**src/rtl/fsk_pkg.sv**
```systemverilog
// Shared definitions for the FSK frame sequencer and the matching receiver side.
package fsk_pkg;

  typedef enum logic [2:0] {
    ST_IDLE,
    ST_PRE,
    ST_SYNC,
    ST_PAY,
    ST_GUARD
  } state_t;

  localparam logic [1:0] PH_IDLE = 2'd0;
  localparam logic [1:0] PH_PRE  = 2'd1;
  localparam logic [1:0] PH_SYNC = 2'd2;
  localparam logic [1:0] PH_PAY  = 2'd3;

  localparam logic [7:0] DEF_SYNC_WORD = 8'hB8;
  localparam int         DEF_DIV       = 16;

  // Index width must cover the longest segment; never narrower than one bit.
  function automatic int idx_width(int a, int b, int c, int d);
    int m;
    m = a;
    if (b > m) m = b;
    if (c > m) m = c;
    if (d > m) m = d;
    if (m < 2) m = 2;
    return $clog2(m);
  endfunction

endpackage

```
**src/rtl/fsk_bit_timer.sv**
```systemverilog
// Mod-DIV bit-period counter with clear/enable, flagging the first and last cycle of a bit.
module fsk_bit_timer #(
  parameter int DIV = 16
) (
  input  logic clk,
  input  logic rst,
  input  logic clr,
  input  logic en,
  output logic boundary,
  output logic first
);

  localparam int TW = $clog2(DIV);

  logic [TW-1:0] count;

  always_ff @(posedge clk or posedge rst) begin
    if (rst) begin
      count <= '0;
    end else if (clr) begin
      count <= '0;
    end else if (en) begin
      count <= (count == TW'(DIV - 1)) ? '0 : count + 1'b1;
    end
  end

  assign boundary = (count == TW'(DIV - 1));
  assign first    = (count == '0);

endmodule

```
**src/rtl/fsk_frame_ctrl.sv**
```systemverilog
// FSK frame sequencer: preamble, sync word, paced payload from the bit source, then guard time.
module fsk_frame_ctrl
  import fsk_pkg::*;
#(
  parameter int         DIV       = DEF_DIV,
  parameter int         PRE_LEN   = 8,
  parameter int         SYNC_LEN  = 8,
  parameter logic [7:0] SYNC_WORD = DEF_SYNC_WORD,
  parameter int         PAY_LEN   = 64,
  parameter int         GUARD_LEN = 4
) (
  input  logic       clk,
  input  logic       rst,
  input  logic       start,
  input  logic       abort,
  input  logic       src_bit,
  output logic       src_step,
  output logic       tone_sel,
  output logic       tx_on,
  output logic       busy,
  output logic       done,
  output logic [1:0] phase,
  output logic [7:0] frame_cnt
);

  localparam int IW = idx_width(PRE_LEN, SYNC_LEN, PAY_LEN, GUARD_LEN);

  state_t          state, state_d;
  logic [IW-1:0]   idx, idx_d, idx_n;
  logic            tone_d, tx_d, step_d, busy_d, done_d;
  logic [1:0]      phase_d;
  logic [7:0]      cnt_d;
  logic [2:0]      sync_sel;
  logic            boundary, first, tmr_clr, tmr_en;

  assign tmr_clr = (state == ST_IDLE) || abort;
  assign tmr_en  = (state != ST_IDLE);

  fsk_bit_timer #(.DIV(DIV)) u_timer (
    .clk      (clk),
    .rst      (rst),
    .clr      (tmr_clr),
    .en       (tmr_en),
    .boundary (boundary),
    .first    (first)
  );

  always_comb begin
    state_d  = state;
    idx_d    = idx;
    tone_d   = tone_sel;
    tx_d     = tx_on;
    step_d   = 1'b0;
    busy_d   = busy;
    done_d   = 1'b0;
    phase_d  = phase;
    cnt_d    = frame_cnt;
    idx_n    = idx + 1'b1;
    sync_sel = 3'(SYNC_LEN - 1 - int'(idx_n));

    if (abort && state != ST_IDLE) begin
      state_d = ST_IDLE;
      idx_d   = '0;
      tone_d  = 1'b0;
      tx_d    = 1'b0;
      busy_d  = 1'b0;
      phase_d = PH_IDLE;
    end else begin
      unique case (state)
        ST_IDLE: begin
          // The timer is parked at zero while idle, so a frame always starts on a fresh bit.
          if (start && !abort && first) begin
            state_d = ST_PRE;
            idx_d   = '0;
            tone_d  = 1'b1;
            tx_d    = 1'b1;
            busy_d  = 1'b1;
            phase_d = PH_PRE;
          end
        end
        ST_PRE: begin
          if (boundary) begin
            if (idx == IW'(PRE_LEN - 1)) begin
              state_d = ST_SYNC;
              idx_d   = '0;
              tone_d  = SYNC_WORD[SYNC_LEN-1];
              phase_d = PH_SYNC;
            end else begin
              idx_d  = idx_n;
              tone_d = ~idx_n[0];
            end
          end
        end
        ST_SYNC: begin
          if (boundary) begin
            if (idx == IW'(SYNC_LEN - 1)) begin
              state_d = ST_PAY;
              idx_d   = '0;
              tone_d  = src_bit;
              step_d  = (PAY_LEN > 1) ? 1'b1 : 1'b0;
              phase_d = PH_PAY;
            end else begin
              idx_d  = idx_n;
              tone_d = SYNC_WORD[sync_sel];
            end
          end
        end
        ST_PAY: begin
          // src_step is registered, so it is raised on the edge that opens each payload bit.
          if (boundary) begin
            if (idx == IW'(PAY_LEN - 1)) begin
              state_d = ST_GUARD;
              idx_d   = '0;
              tone_d  = 1'b0;
              tx_d    = 1'b0;
              phase_d = PH_IDLE;
            end else begin
              idx_d  = idx_n;
              tone_d = src_bit;
              step_d = (idx_n != IW'(PAY_LEN - 1));
            end
          end
        end
        ST_GUARD: begin
          if (boundary) begin
            if (idx == IW'(GUARD_LEN - 1)) begin
              state_d = ST_IDLE;
              idx_d   = '0;
              busy_d  = 1'b0;
              done_d  = 1'b1;
              cnt_d   = frame_cnt + 8'd1;
            end else begin
              idx_d = idx_n;
            end
          end
        end
        default: begin
          state_d = ST_IDLE;
          idx_d   = '0;
          tone_d  = 1'b0;
          tx_d    = 1'b0;
          busy_d  = 1'b0;
          phase_d = PH_IDLE;
        end
      endcase
    end
  end

  always_ff @(posedge clk or posedge rst) begin
    if (rst) begin
      state     <= ST_IDLE;
      idx       <= '0;
      tone_sel  <= 1'b0;
      tx_on     <= 1'b0;
      src_step  <= 1'b0;
      busy      <= 1'b0;
      done      <= 1'b0;
      phase     <= PH_IDLE;
      frame_cnt <= 8'd0;
    end else begin
      state     <= state_d;
      idx       <= idx_d;
      tone_sel  <= tone_d;
      tx_on     <= tx_d;
      src_step  <= step_d;
      busy      <= busy_d;
      done      <= done_d;
      phase     <= phase_d;
      frame_cnt <= cnt_d;
    end
  end

endmodule
```
**config.mk**
```make
export PLATFORM = sky130hd
export DESIGN_NAME = fsk_frame_ctrl
export DESIGN_NICKNAME = d
export VERILOG_FILES = /design/src/rtl/fsk_pkg.sv /design/src/rtl/fsk_bit_timer.sv /design/src/rtl/fsk_frame_ctrl.sv
export SDC_FILE = /design/constraint.sdc
export NUM_CORES = 1
export LEC_CHECK = 0
export BUFFER_PORTS_ARGS = -buffer_cell sky130_fd_sc_hd__buf_2
export CAP_MARGIN = 5
export CORE_MARGIN = 8
export CORE_UTILIZATION = 57
export DETAILED_ROUTE_END_ITERATION = 16
export GPL_TIMING_DRIVEN = 1
export HOLD_SLACK_MARGIN = 0.12
export PLACE_DENSITY_LB_ADDON = 0.1
export SKIP_LAST_GASP = 1
export SLEW_MARGIN = 15
export SYNTH_ARGS = -nofsm -noshare
export SYNTH_HDL_FRONTEND = slang
export SYNTH_SLANG_ARGS = --single-unit
```
**constraint.sdc**
```tcl
create_clock -name clk -period 2.9 [get_ports clk]
set_input_delay 0.145 -clock clk [delete_from_list [all_inputs] [get_ports clk]]
set_output_delay 0.145 -clock clk [all_outputs]
set_load 0.1 [all_outputs]
```
# Word-level counts from Yosys, hierarchy flattened
# Memories as Yosys holds them, arrays and structs flattened.
# Cells that the tools add are included.
# Widths: inputs -> output; s select.
[word_totals] mem_count=1 wordCells=119 inputBits=5 mem_bits_ro=8 register_bits=28 output_inout_bits=15
[memory_table] name="(name not given)" words=8 word_bits=1 read_ports=1 rd_clocked_by_memory_dff=0 wr=0 line_no="fsk_frame_ctrl.sv:104" rtl="tone_d = SYNC_WORD[sync_sel];"
[classes] n_addsub=4 n_bitwise=2 n_lt_le_gt_ge=1 reduce_logical=19 eq_ne=22 mux=60
[op_table] operator="$mux 6" n=8
[op_table] operator="$mux 3" n=10
[op_table] operator="$mux 1" n=24
[op_table] operator="$ne 3x3->1 const B" n=8
[op_table] operator="$pmux 6 s4" n=1
[op_table] operator="$mux 2" n=8
[op_table] operator="$reduce_and 4->1" n=4
[op_table] operator="$pmux 3 s5" n=1
[op_table] operator="$mux 4" n=3
[op_table] operator="$pmux 2 s5" n=1
[op_table] operator="$reduce_and 9->1" n=1
[op_table] operator="$add 8x1->8 const B" n=1
[op_table] operator="$reduce_and 8->1" n=1
[op_table] operator="$add 6x1->6 const B" n=1
[op_table] operator="$eq 3x2->1 const B" n=2
[op_table] operator="$eq 6x2->1 const B" n=1
[op_table] operator="$eq 6x3->1 const B" n=1
[op_table] operator="$eq 6x6->1 const B" n=1
[op_table] operator="$ne 3x1->1 const B" n=2
[op_table] operator="$ne 6x6->1 const B" n=1
[op_table] operator="$pmux 1 s3" n=2
[op_table] operator="$reduce_or 3->1" n=2
[op_table] operator="$pmux 1 s5" n=1
[op_table] operator="$reduce_and 5->1" n=1
[op_table] operator="other kinds (18)" n=22

# Depth between registers and ports, before layout
[depth] word_depth=8 depth_mapped=8 mapped_depth_nobuf=7

# By module
# A second synthesis with hierarchy kept.
[unflattened] hier_cells=176 hier_area_um2=1654.1
[by_module_without_submodules] module="fsk_frame_ctrl" cells_each=153 seq_area_each_um2=600.6 area_each_um2=1435.1 instances=1
[by_module_without_submodules] module="fsk_bit_timer" cells_each=23 seq_area_each_um2=100.1 area_each_um2=219.0 instances=1

# Worst setup path before layout
# Ideal clock, no wire load.
[synth_path] kind="register to register" start="register idx[0]" end="register idx[5]" t_required_ns=2.784 t_arrival_ns=2.014 synth_period_minus_slack_ns=2.129 slack_ns=0.771 setup_ns=0.116 path_buffers=1 path_stages_with_launch=8 cell_sequence="dfrtp_1 ha_1 clkbuf_1 nand2_1 a21oi_1 o311ai_0 nand3b_1 o311ai_0"
[synth_between] elab_chain_len=5 elab_cells_between_ends=12 classes_between="add/sub: 1; eq/ne: 3; mux: 8"
[synth_rtl] item="from (decl)" line_no="fsk_frame_ctrl.sv:29" rtl="logic [IW-1:0] idx, idx_d, idx_n;"
[synth_rtl] item="from (signal assigned)" line_no="fsk_frame_ctrl.sv:162" rtl="idx <= idx_d;"
[synth_rtl] item="$add 6x1->6 (tied with other cells)" line_no="fsk_frame_ctrl.sv:58" rtl="idx_n = idx + 1'b1;"
[synth_rtl] item="$mux 6 (on tied branches)"
[synth_rtl] item="$mux 6 (on tied branches)" line_no="fsk_frame_ctrl.sv:125, fsk_frame_ctrl.sv:82, fsk_frame_ctrl.sv:110"
[synth_rtl] item="$pmux 6 s4 *" line_no="fsk_frame_ctrl.sv:69" rtl="unique case (state)"
[synth_rtl] item="$mux 6 *" line_no="fsk_frame_ctrl.sv:61" rtl="if (abort && state != ST_IDLE) begin"
# Every way passes the cells marked *; elsewhere a longest branch is shown, timed or not. The select of a mux whose other input is x is not followed.
# A chain may end at the register's enable or synchronous reset.

# Worst setup path after layout
[layout_path] start="register state[1]" end="register frame_cnt[7]"
[layout_between] elab_chain_len=4 elab_cells_between_ends=5 classes_between="eq/ne: 1; bitwise: 1; reduce/logical: 3"
[layout_rtl] item="from (decl)" line_no="fsk_frame_ctrl.sv:28" rtl="state_t state, state_d;"
[layout_rtl] item="from (signal assigned)" line_no="fsk_frame_ctrl.sv:161" rtl="state <= state_d;"
[layout_rtl] item="$reduce_bool 3->1" line_no="fsk_frame_ctrl.sv:61"
[layout_rtl] item="$logic_and 1x1->1" line_no="fsk_frame_ctrl.sv:61"
[layout_rtl] item="$not 1->1 (no source line)"
[layout_rtl] item="$reduce_and 4->1 (no source line) *"
[layout_rtl] item="to (signal assigned)" line_no="fsk_frame_ctrl.sv:169" rtl="frame_cnt <= cnt_d;"
[layout_rtl] item="to (decl)" line_no="fsk_frame_ctrl.sv:23" rtl="output logic [7:0] frame_cnt"
# Every way passes the cells marked *; elsewhere a longest branch is shown, timed or not.

==> key figures <==
Clock network
  • TritonCTS clock tree: built
  • Setup repair bufs after CTS: 0
  • Root Buffer: sky130_fd_sc_hd__clkbuf_4
  • Clock tree sinks: 28
  • Total clock buffers created by CTS: 3
  • Reg clk slew, reported paths: 0.15 ns
  • Number of levels in the clock H-tree: 1
  • Clk Latency, worst-skew pair: 0.33 ns
  • Deepest clock path buffer count: 2

Min path
  • Class of the tightest hold or removal check: in -> reg

Synthesis
  • Number of enable-type register cells in the synthesized netlist: 0
  • Average instance area after synthesis: 9.19 µm²
  • Post-synthesis mux area share: 0.0268
  • Unique masters post-synth: 45
  • FF+latch count, synth: 28
  • Complex-gate fraction of the synthesized area: 0.158
  • Basic-gate share of the synthesized area counting and, or, nand and nor cells: 0.239
  • Mapped Area: 1640 µm²
  • Number of nets in the synthesized netlist: 188
  • Number of synthesis warnings: 0
  • Fraction of registers with async set/reset: 1.00
  • Area share of fa/ha/maj cells after synthesis: 0.0383
  • Most frequently used flop master after synthesis: sky130_fd_sc_hd__dfrtp_1
  • Mapped Cells: 178
  • Portion of the post-synthesis area used by sequential elements: 0.428
  • Xor-xnor portion of the synthesized cell area: 0.0589
  • Main combinational cell family by area after synthesis: simple AND/OR/NAND/NOR gates

Floorplan
  • Die height: 69.6 µm
  • Std-Cell Core Area: 2730 µm²
  • IO Pins: 20
  • Area of the die: 4840 µm²
  • Count of standard-cell rows: 19
  • Starting Density: 0.598
  • Horizontal extent of the die: 69.6 µm

STA
  • Fin Setup TNS: 0 ns
  • Final count of pins violating max slew: 0
  • Post-route clock period utilization: 0.810
  • Worst Max-Slew Pin Slew: 0.567 ns
  • Final Hold Violating Endpoints: 0
  • Slack of the critical path: 0.551 ns
  • Unrepaired setup endpoints after global routing: false
  • Final Critical Period: 2.35 ns
  • Max-Slew Margin vs Limit: 0.622
  • Finish-stage setup viols: 0
  • Setup clock skew after layout: 0.0103 ns
  • FMAX: 426 MHz

Routing
  • 1st-pass router iterations: 4
  • Vias per std cell: 6.35
  • Number of violations reported at the end of detailed-routing iteration 0: 109
  • Number of DRC violations after detailed routing: 0
  • Post-DRT Antenna Nets: 0
  • Final routed wire length divided by cell count: 15.7 µm
  • Final WL: 3510 µm
  • Vias: 1417

Place
  • # placed instances: 218
  • Number of I/O port buffers: 19
  • Global placer's final weighted congestion: 0.896
  • Pre-CTS setup slack: 0.619 ns
  • DP HPWL: 2550 µm

Run status
  • Outcome: finished clean

Final layout
  • Final net count: 203
  • Area growth from synthesis to final layout: 8.34%
  • Final cell utilization of the core: 0.648
  • Antenna diode count: 0
  • Share of final-layout standard cells stronger than drive strength 1: 0.172
  • Number of standard cells in the final layout excluding fillers: 223

Power
  • Combinational share of power: 0.461
  • Power, Total: 1260 µW
  • VDD IR max: 0.813 mV
  • Power Density: 713 nW/µm²
  • Internal: 665 µW
  • Net Sw Power: 599 µW
  • Sw frac: 0.474
  • Cell leakage power: 0.000826 µW
  • Share of power burned in registers: 0.387
  • Power share of the clock group: 0.152

GRT
  • First-pass GRT wire length: 6180 µm
  • Antenna violations before repair: 0
  • Number of global-route vias before repair: 1321
  • Pin count of the biggest net entering global routing: 29
  • GRT Residual Overflow: 0
  • Global-route total usage across every layer: 0.147

Setup path
  • Critical Setup Path Class: reg -> reg
  • Kind of end point of the critical path: flip-flop
  • Data arrival time of the worst path: 2.61 ns
  • Maximum net fanout on the critical path: 15
  • Worst Path Required: 3.16 ns
  • Crit path launch type: flip-flop

Run
  • Maximum Capacitance Violations: 0
sequential cells by signal, summed over array words and instances, names as in the netlist:
name and count:
tx_on 1, idx 6, busy 1, tone_sel 1, done 1, frame_cnt 8
phase 2, state 3, src_step 1, u_timer.count 4
metrics by stage:
stage	cell area, µm²	hold slack (ns)
final	1770	0.182
after CTS	1770	0.185
after floorplan	1640	0.210
after detailed placement	1730	0.456
after global routing	1770	0.225
after global placement	1730	0.435
cells in the mapped netlist, drive strengths merged, types with 2 or more instances:
master | count | area share
mux2 | 3 | 0.021
o311ai | 3 | 0.016
dfrtp | 28 | 0.43
nand2 | 20 | 0.046
inv | 8 | 0.018
o22ai | 4 | 0.015
o211ai | 2 | 0.0092
a211oi | 2 | 0.0092
nand4 | 6 | 0.027
a21oi | 5 | 0.015
nor4 | 3 | 0.021
and2 | 2 | 0.0076
buf | 3 | 0.013
xor2 | 6 | 0.032
and3 | 3 | 0.011
nand3b | 2 | 0.0092
nor2 | 13 | 0.030
xnor2 | 5 | 0.027
nand3 | 7 | 0.021
a211o | 2 | 0.011
o31ai | 2 | 0.0092
nor3 | 12 | 0.040
clkbuf | 8 | 0.018
ha | 5 | 0.038
o2111ai | 2 | 0.011
o21ai | 7 | 0.021
per-layer routing:
| layer | vias up | global-route usage | routed length [µm] |
|---|---|---|---|
| li1 | 676 | - | - |
| met1 | 690 | 0.185 | 1580 |
| met2 | 46 | 0.252 | 1720 |
| met3 | 5 | 0.0258 | 167 |
| met4 | 0 | 0.0342 | 39 |
| met5 | - | 0 | 0 |
worst max-delay path: stages (launching register included):
cell,delay (ns)
sky130_fd_sc_hd__dfrtp_1,0.57
sky130_fd_sc_hd__or4b_1,0.65
sky130_fd_sc_hd__nor4_4,0.50
sky130_fd_sc_hd__nand4_2,0.19
sky130_fd_sc_hd__nor3_2,0.21
sky130_fd_sc_hd__xor2_1,0.16
layout make-up:
| class | instances | area [µm²] |
|---|---|---|
| timing repair buffer | 21 | 113 |
| tap | 31 | 38.8 |
| fill | 231 | 962 |
| multi-input combinational | 131 | 853 |
| clock buffer | 4 | 36.3 |
| inverter | 8 | 30.0 |
| sequential | 28 | 701 |
power by group through the flow:
stage / registers [µW] / logic, µW / clock network, µW
after CTS: 489 / 583 / 194
after global routing: 498 / 629 / 207
final: 489 / 582 / 193
after floorplan: 710 / 262 / 0
after detailed placement: 496 / 579 / 0
after global placement: 491 / 574 / 0
cells by family after synthesis:
group	count (synthesis)
compound gates	37
xor+xnor	11
fa+ha+maj	5
buf+inv	19
flops	28
mux	4
simple gates	74
layout by cell type, fill, tap and decap left out, types with 2 or more instances in the layout:
cell and instances:
sky130_fd_sc_hd__nor4_1 2, sky130_fd_sc_hd__xor2_1 6, sky130_fd_sc_hd__xnor2_1 5, sky130_fd_sc_hd__o31ai_1 2
sky130_fd_sc_hd__buf_2 19, sky130_fd_sc_hd__dfrtp_1 28, sky130_fd_sc_hd__o2111ai_1 2, sky130_fd_sc_hd__clkbuf_4 3
sky130_fd_sc_hd__nand4_1 5, sky130_fd_sc_hd__nand3_1 7, sky130_fd_sc_hd__a211oi_1 2, sky130_fd_sc_hd__a211o_1 2
sky130_fd_sc_hd__a21oi_1 5, sky130_fd_sc_hd__o21ai_0 7, sky130_fd_sc_hd__ha_1 5, sky130_fd_sc_hd__o311ai_0 3
sky130_fd_sc_hd__mux2_2 3, sky130_fd_sc_hd__nand3b_1 2, sky130_fd_sc_hd__nor3_1 11, sky130_fd_sc_hd__inv_1 7
sky130_fd_sc_hd__and2_1 2, sky130_fd_sc_hd__o22ai_1 4, sky130_fd_sc_hd__nor2_1 13, sky130_fd_sc_hd__o211ai_1 2
sky130_fd_sc_hd__nand2_1 20, sky130_fd_sc_hd__and3_1 3
path summary, 6_finish.rpt:
| check | from | endpoint | slack, ns | cells past startpoint |
|---|---|---|---|---|
| max reg2reg | state[1] | frame_cnt[7] | 0.55 | 5 |
| min | abort | state[1] | 0.18 | 2 |
| min reg2reg | frame_cnt[7] | frame_cnt[7] | 0.49 | 1 |
| max | state[1] | frame_cnt[7] | 0.55 | 5 |
| min in group asynchronous | rst | idx[5] | 0.38 | 3 |
| max in group asynchronous | rst | busy | 2.13 | 3 |
timing repair:
| action | CTS | global route |
|---|---|---|
| resized for setup | 0 | 0 |
| endpoints found under the hold margin | 28 | 0 |
| hold buffers | 1 | 0 |
No activity file was read; power rests on OpenSTA's default activity.
